[src/rtl/bin_to_bcd_seq_if.sv]
// Handshake bundle for the sequential binary-to-BCD converter.
// The master requests conversions; the converter sits on the slave side.
interface bin_to_bcd_seq_if #(
  parameter int BIN_WIDTH = 32,
  parameter int DIGITS    = 8
);
  logic                  start;
  logic [BIN_WIDTH-1:0]  bin;
  logic                  busy;
  logic                  done;
  logic [4*DIGITS-1:0]   bcd;
  logic                  overflow;

  modport master (
    output start,
    output bin,
    input  busy,
    input  done,
    input  bcd,
    input  overflow
  );

  modport slave (
    input  start,
    input  bin,
    output busy,
    output done,
    output bcd,
    output overflow
  );
endinterface

[src/rtl/bin_to_bcd_seq.sv]
// Sequential double-dabble converter: one shift per cycle, saturating BCD
// result with a sticky overflow when the operand needs more than DIGITS digits.
//
//   state | meaning
//   IDLE  | waiting for start; result registers hold the last conversion
//   SHIFT | add-3 and shift, one operand bit per cycle, BIN_WIDTH cycles
//   DONE  | one-cycle done pulse; new start is accepted here as well
module bin_to_bcd_seq #(
  parameter int BIN_WIDTH = 32,
  parameter int DIGITS    = 8
) (
  input  logic              clk,
  input  logic              rst_n,
  bin_to_bcd_seq_if.slave   bus
);

  localparam int SCR_W = 4 * DIGITS;
  localparam int CNT_W = $clog2(BIN_WIDTH + 1);
  localparam logic [CNT_W-1:0] CNT_LAST = CNT_W'(BIN_WIDTH - 1);
  localparam logic [CNT_W-1:0] CNT_ONE  = CNT_W'(1);

  typedef enum logic [1:0] {
    IDLE  = 2'd0,
    SHIFT = 2'd1,
    DONE  = 2'd2
  } state_t;

  state_t                state_q, state_d;
  logic [BIN_WIDTH-1:0]  sr_q, sr_d;
  logic [SCR_W-1:0]      scr_q, scr_d;
  logic                  sticky_q, sticky_d;
  logic [CNT_W-1:0]      cnt_q, cnt_d;
  logic [SCR_W-1:0]      bcd_q, bcd_d;
  logic                  ovf_q, ovf_d;

  logic [SCR_W-1:0]      adj;
  logic [SCR_W-1:0]      scr_shift;
  logic [BIN_WIDTH-1:0]  sr_shift;
  logic                  carry_out;
  logic                  sticky_next;

  // Per-digit add-3 correction applied before every shift
  always_comb begin
    adj = scr_q;
    for (int i = 0; i < DIGITS; i++) begin
      if (scr_q[4*i +: 4] >= 4'd5) begin
        adj[4*i +: 4] = scr_q[4*i +: 4] + 4'd3;
      end
    end
  end

  assign carry_out   = adj[SCR_W-1];
  assign scr_shift   = {adj[SCR_W-2:0], sr_q[BIN_WIDTH-1]};
  assign sr_shift    = {sr_q[BIN_WIDTH-2:0], 1'b0};
  assign sticky_next = sticky_q | carry_out;

  always_comb begin
    state_d  = state_q;
    sr_d     = sr_q;
    scr_d    = scr_q;
    sticky_d = sticky_q;
    cnt_d    = cnt_q;
    bcd_d    = bcd_q;
    ovf_d    = ovf_q;

    case (state_q)
      IDLE, DONE: begin
        state_d = IDLE;
        if (bus.start) begin
          sr_d     = bus.bin;
          scr_d    = '0;
          sticky_d = 1'b0;
          cnt_d    = '0;
          state_d  = SHIFT;
        end
      end

      SHIFT: begin
        sr_d     = sr_shift;
        scr_d    = scr_shift;
        sticky_d = sticky_next;
        cnt_d    = cnt_q + CNT_ONE;
        // Result registers load on the same edge that enters DONE
        if (cnt_q == CNT_LAST) begin
          state_d = DONE;
          ovf_d   = sticky_next;
          bcd_d   = sticky_next ? {DIGITS{4'h9}} : scr_shift;
        end
      end

      default: begin
        state_d = IDLE;
      end
    endcase
  end

  always_ff @(posedge clk or negedge rst_n) begin
    if (!rst_n) begin
      state_q  <= IDLE;
      sr_q     <= '0;
      scr_q    <= '0;
      sticky_q <= 1'b0;
      cnt_q    <= '0;
      bcd_q    <= '0;
      ovf_q    <= 1'b0;
    end else begin
      state_q  <= state_d;
      sr_q     <= sr_d;
      scr_q    <= scr_d;
      sticky_q <= sticky_d;
      cnt_q    <= cnt_d;
      bcd_q    <= bcd_d;
      ovf_q    <= ovf_d;
    end
  end

  assign bus.busy     = (state_q == SHIFT);
  assign bus.done     = (state_q == DONE);
  assign bus.bcd      = bcd_q;
  assign bus.overflow = ovf_q;

endmodule
[src/flat_wrapper.sv]
// flat-port wrapper written by rule: the top's interface ports become plain ports
module bin_to_bcd_seq_flat 
#(
  parameter int BIN_WIDTH = 32,
  parameter int DIGITS    = 8
)
  (clk, rst_n, bus_start, bus_bin, bus_busy, bus_done, bus_bcd, bus_overflow);
  bin_to_bcd_seq_if #(.BIN_WIDTH(BIN_WIDTH), .DIGITS(DIGITS)) bus_i ();
  input  logic clk;
  input  logic rst_n;
  input wire logic [$bits(bus_i.start)-1:0] bus_start;
  input wire logic [$bits(bus_i.bin)-1:0] bus_bin;
  output wire logic [$bits(bus_i.busy)-1:0] bus_busy;
  output wire logic [$bits(bus_i.done)-1:0] bus_done;
  output wire logic [$bits(bus_i.bcd)-1:0] bus_bcd;
  output wire logic [$bits(bus_i.overflow)-1:0] bus_overflow;
  assign bus_i.start = bus_start;
  assign bus_i.bin = bus_bin;
  assign bus_busy = bus_i.busy;
  assign bus_done = bus_i.done;
  assign bus_bcd = bus_i.bcd;
  assign bus_overflow = bus_i.overflow;
  bin_to_bcd_seq #(.BIN_WIDTH(BIN_WIDTH), .DIGITS(DIGITS)) u_core (.clk(clk), .rst_n(rst_n), .bus(bus_i));
endmodule
[config.mk]
export PLATFORM = sky130hd
export DESIGN_NAME = bin_to_bcd_seq_flat
export DESIGN_NICKNAME = d
export VERILOG_FILES = /design/src/rtl/bin_to_bcd_seq_if.sv /design/src/rtl/bin_to_bcd_seq.sv /design/src/flat_wrapper.sv
export SDC_FILE = /design/constraint.sdc
export NUM_CORES = 1
export LEC_CHECK = 0
export BUFFER_PORTS_ARGS = -buffer_cell sky130_fd_sc_hd__buf_2
export CAP_MARGIN = 10
export CORE_ASPECT_RATIO = 0.6
export CORE_MARGIN = 1
export CORE_UTILIZATION = 57
export CTS_CLUSTER_DIAMETER = 100
export DETAILED_ROUTE_END_ITERATION = 7
export GPL_TIMING_DRIVEN = 0
export HOLD_SLACK_MARGIN = 0.08
export PLACE_DENSITY = 0.79
export SYNTH_ARGS = -nofsm -noshare
export SYNTH_HDL_FRONTEND = slang
export SYNTH_SLANG_ARGS = --single-unit
[constraint.sdc]
create_clock -name clk -period 2.35 [get_ports clk]
set_clock_uncertainty 0.05 [all_clocks]
set_input_delay 0.1175 -clock clk [delete_from_list [all_inputs] [get_ports clk]]
set_output_delay 0.1175 -clock clk [all_outputs]
set_load 0.01 [all_outputs]
# Word level (Yosys, flattened, before mapping)
# Cells that the tools add are included.
dict set report totals {
  out_inout_bits 35
  register_bits 106
  word_cells 55
}
dict set report op_classes {
  magnitude_cmp 8
  n_eq_ne 5
  bitwise 1
  n_mux 20
  n_addsub 9
  n_reduce_logical 5
}
# op count
set op_table {}
lappend op_table {{one-hot mux 32 bit (2 select lines)} 2}
lappend op_table {{two-way mux 32 bit} 3}
lappend op_table {{adder 4 x 2 -> 4 bit, second input constant} 8}
lappend op_table {{>= comparator 4 x 3 -> 1 bit, second input constant} 8}
lappend op_table {{two-way mux 4 bit} 8}
lappend op_table {{one-hot mux 6 bit (2 select lines)} 1}
lappend op_table {{adder 6 x 1 -> 6 bit, second input constant} 1}
lappend op_table {{equality test 6 x 5 -> 1 bit, second input constant} 1}
lappend op_table {{two-way mux 6 bit} 1}
lappend op_table {{one-hot mux 2 bit (2 select lines)} 1}
lappend op_table {{AND reduction 2 bit} 2}
lappend op_table {{equality test 2 x 1 -> 1 bit, second input constant} 1}
lappend op_table {{equality test 2 bit, second input constant} 1}
lappend op_table {{zero test 2 bit} 1}
lappend op_table {{two-way mux 1 bit} 2}
lappend op_table {{two-way mux 2 bit} 1}
lappend op_table {{inequality test 2 x 1 -> 1 bit, second input constant} 1}
lappend op_table {{inequality test 2 bit, second input constant} 1}
lappend op_table {{one-hot mux 1 bit (2 select lines)} 1}
lappend op_table {{nonzero test 2 bit} 1}
lappend op_table {{OR reduction 2 bit} 1}
lappend op_table {{bitwise OR 1 bit} 1}

# Depth between registers and ports, before layout
dict set report depth {
  depth_word 4
  depth_mapped 8
}

# Worst setup path before layout
# Ideal clock, no wire load.
dict set report synth_path {
  path_kind {register to register}
  from {register u_core.scr_q[29]}
  to {register u_core.bcd_q[11], in the netlist u_core.bus.bcd[11]}
  path_stages_with_launch 8
  arrival_time_ns 1.641
  setup_time_ns 0.130
  required_time_ns 2.170
  setup_slack_ns 0.530
  cell_sequence {dfrtp_1 > inv_1 > ha_1 > nand2b_1 > nor3b_4 > a211oi_2 > buf_6 > a31oi_1}
}
dict set report synth_between {
  elab_chain_len 4
  elab_cells_between_ends 5
  cone_classes {add/sub (1); order compare (1); mux (2); bitwise (1)}
}
# item line
set synth_lines {}
lappend synth_lines {{from (decl)} bin_to_bcd_seq.sv:30} ;# logic [SCR_W-1:0] scr_q, scr_d;
lappend synth_lines {{from (signal assigned)} bin_to_bcd_seq.sv:109} ;# scr_q <= scr_d;
lappend synth_lines {{adder 4 x 2 -> 4 bit or >= comparator 4 x 3 -> 1 bit (tied branches)} {bin_to_bcd_seq.sv:47, bin_to_bcd_seq.sv:46}}
lappend synth_lines {{two-way mux 4 bit (*)} bin_to_bcd_seq.sv:46} ;# if (scr_q[4*i +: 4] >= 4'd5) begin
lappend synth_lines {{bitwise OR 1 bit (*)} bin_to_bcd_seq.sv:55} ;# assign sticky_next = sticky_q | carry_out;
lappend synth_lines {{two-way mux 32 bit (*)} bin_to_bcd_seq.sv:87} ;# bcd_d = sticky_next ? {DIGITS{4'h9}} : scr_shift;
lappend synth_lines {{to (signal assigned)} bin_to_bcd_seq.sv:104} ;# bcd_q <= '0;
lappend synth_lines {{to (signal assigned)} bin_to_bcd_seq.sv:112} ;# bcd_q <= bcd_d;
lappend synth_lines {{to (decl)} bin_to_bcd_seq.sv:33} ;# logic [SCR_W-1:0] bcd_q, bcd_d;
# Mark *: on every way between the ends. The rest lies on a longest branch, timed or not.
# A chain may end at the register's enable or synchronous reset.

# Worst setup path in the final report
dict set report layout_path {
  from {register u_core.scr_q[28]}
  to {register u_core.bcd_q[11], in the netlist u_core.bus.bcd[11]}
}
# Same word-level chain as after synthesis.

==> key figures <==
GRT
  • Total global routing overflow: 0
  • Largest net degree at the start of global routing: 66
  • First-pass GRT wire length: approximately 20000 µm
  • Number of global-route vias before repair: between 3000 and 4000
  • Total GRT Usage: 0.292
  • Initial antenna violation count: 0

CTS
  • H-tree level count: 3
  • Buffer depth of the longest clock path: 2
  • Root Driver: clkbuf_16
  • Total CTS buffers: 9
  • Later-pin clock latency in the skew report: around 350 ps
  • Clock sinks: 106
  • CTS tree: built
  • Reg clk slew, reported paths: 70 ps

Drt
  • Drt total wl: 12600 µm
  • Antenna-violating nets left: 0
  • Vias after detailed routing: 4179
  • Vias per std cell: 5.94
  • DR WL/cell: ~18 µm
  • Drt pass-1 iters: 5
  • # DRC: 0
  • Iteration-0 DRC Markers: roughly 350

Power and ir drop
  • Switch share: 0.351
  • Share of power burned in the clock network: 0.254
  • PwrDens: ~1200 nW/µm²
  • Leak: 0.00284 µW
  • Flop pwr share: 0.372
  • Peak supply drop: 684 µV
  • P_sw: about 2600 µW
  • Comb power frac: 0.374
  • Internal cell power: ~4900 µW
  • Tot Pwr: 7530 µW

Logic synthesis
  • Area leader, netlist: dfrtp_1
  • Synthesized area per cell: 10.6 µm²
  • Post-synth EDFFs: 0
  • Commonest cells in the netlist: dfrtp_1 (106), nand2_1 (71), a22oi_1 (31)
  • Sequential area share after synthesis: 0.530
  • Synth cell types: 43
  • Syn Inst Count: approximately 470
  • Yosys top cell area share: 0.530
  • Area contributors post-synth: dfrtp_1 (53%), nand2_1 (5.3%), a22oi_1 (4.6%), ha_1 (4.2%), a32o_1 (3.0%)
  • Flops & latches, synth: 106
  • Most used DFF post-synth: dfrtp_1
  • Async set or reset register ratio after synthesis: 1.00
  • Synth warn: 0
  • Post-synthesis net count: between 500 and 600
  • Synthesized area: 5010 µm²
  • Most common cell in the netlist: dfrtp_1

Worst setup path
  • CP startpoint kind: flop
  • Required @ worst endpoint: 2520 ps
  • Crit path arrival time: roughly 2300 ps
  • CP endpoint kind: flop
  • Kind of critical path: flop to flop
  • Crit Path Max Fanout: 10

Finish
  • Nets: 639
  • Inserted Diodes: 0
  • Layout cells sized above 1: 0.194
  • Area growth syn-to-layout: 24.7%
  • Cell area after layout: 6240 µm²
  • FILL cells: between 600 and 700

Timing
  • Final Slew Violations: 0
  • Setup TNS: 0 ps
  • Crit share post-route: 0.886
  • Max Freq: about 0.48 GHz
  • Final setup viols: 0
  • Final hold vios: 0
  • RSZ-0062 raised after global routing: false
  • Relative slew slack: 0.543
  • Minimum clock period: 2080 ps
  • Worst-Margin Slew: 686 ps

Die
  • Die X: 123 µm
  • Core ar.: ~8500 µm²
  • Height of the die: 74.6 µm
  • Initial Util: 0.587
  • Row Count: 26
  • Io pins: 70
  • Die area: 9180 µm²

Place
  • Placed Area: 5520 µm²
  • Input/output buffers: around 70
  • GPL Wtd Cong: 0.928
  • DP Wirelength: 8290 µm

Status
  • Status: finished clean

Job
  • Max Cap Viol: 0

Min path
  • Hold Path Class: primary input to flop
-- cells by family (layout without fill, tap and decap cells) --
group	Yosys count	count (layout)	synth area share
xor+xnor	8	8	0.0140
buf+inv	51	170	0.0512
simple gates	127	127	0.120
fa+ha+maj	17	17	0.0425
flops	106	106	0.530
compound gates	162	162	0.238
mux	2	2	0.00450
-- area by class of cell --
cell class                 instances  area [µm²]  area share
multi-input combinational        316        2110       0.337
clock buffer                      11         233      0.0373
inverter                          19        73.8      0.0118
timing repair buffer             103         706       0.113
sequential                       106        2650       0.425
buffer                            32         183      0.0293
clock inverter                     5         150      0.0240
tap                              112         140      0.0224
-- sequential cells by signal, summed over array words and instances, names as in the netlist --
register             flops
u_core.state_q           2
u_core.bus.overflow      1
u_core.sticky_q          1
u_core.cnt_q             6
u_core.scr_q            32
u_core.bus.bcd          32
u_core.sr_q             32
-- through the flow --
stage | setup WS (ps) | instances | hold slack [ps] | utilization
3_5_place_dp | 150 | 655 | 103 | 0.648
5_1_grt | 148 | 704 | 147 | 0.733
6_report | 268 | 704 | 134 | 0.733
3_3_place_gp | -67.2 | 654 | 285 | 0.644
2_1_floorplan | 530 | 473 | -228 | -
4_1_cts | 83.2 | 704 | 116 | 0.732
-- metal layers --
layer  wire (µm)  part of all wire  global-route usage  up-vias
li1            -                 -                   -     1944
met1        5790              0.46               0.416     2077
met2        5820              0.46               0.453      141
met3         873             0.069              0.0729       17
met4         161             0.013              0.0696        0
met5           0                 0                   0        -
-- power by group through the flow --
stage               combinational, µW  sequential, µW  clock [µW]
detailed placement               2700            2810           0
CTS                              2780            2790        1950
finish                           2810            2800        1920
global placement                 2540            2780           0
floorplan                        2110            2710           0
global route                     3110            2860        2010
-- layout by cell type, fill, tap and decap left out, drive strengths merged --
cell type	instances
a41oi	1
clkinv	1
a211o	1
nor3	1
nor3b	15
nand3	3
nor2	19
a32o	15
dfrtp	106
or3	2
o22ai	8
a21o	12
nand4	1
inv	18
nand2	71
buf	85
o31ai	10
dlygate4sd3	33
a211oi	14
a31oi	15
a22o	16
a22oi	31
ha	17
nand2b	11
or3b	1
nor2b	2
or2	1
o211ai	1
bufinv	5
xnor2	8
clkbuf	28
mux2	2
a21oi	18
o21ai	20
-- critical path: stages, from the launching register on --
cell and delay, ps:
dfrtp_1 430, inv_1 150, ha_1 230, nand2b_1 110
nor3b_4 190, a211oi_4 460, buf_6 220, a31oi_1 100
-- final timing paths --
| check | startpoint | endpoint | slack [ps] | cells after the start |
|---|---|---|---|---|
| max in group asynchronous | rst_n | u_core.sr_q[10] | 1290 | 3 |
| max reg2reg | u_core.scr_q[28] | u_core.bus.bcd[11] | 270 | 7 |
| min | bus_start | u_core.state_q[0] | 130 | 3 |
| min reg2reg | u_core.sr_q[7] | u_core.sr_q[7] | 430 | 2 |
| max | u_core.scr_q[28] | u_core.bus.bcd[11] | 270 | 7 |
| min in group asynchronous | rst_n | u_core.bus.bcd[8] | 250 | 2 |
-- repair_timing --
item                                   in CTS  in global routing
setup endpoints to repair                   0                 10
gates resized for setup                     0                  1
buffers inserted                            0                  0
hold buffers                               33                  0
endpoints found under the hold margin      73                  0
Power figures use the tool's default switching activity.
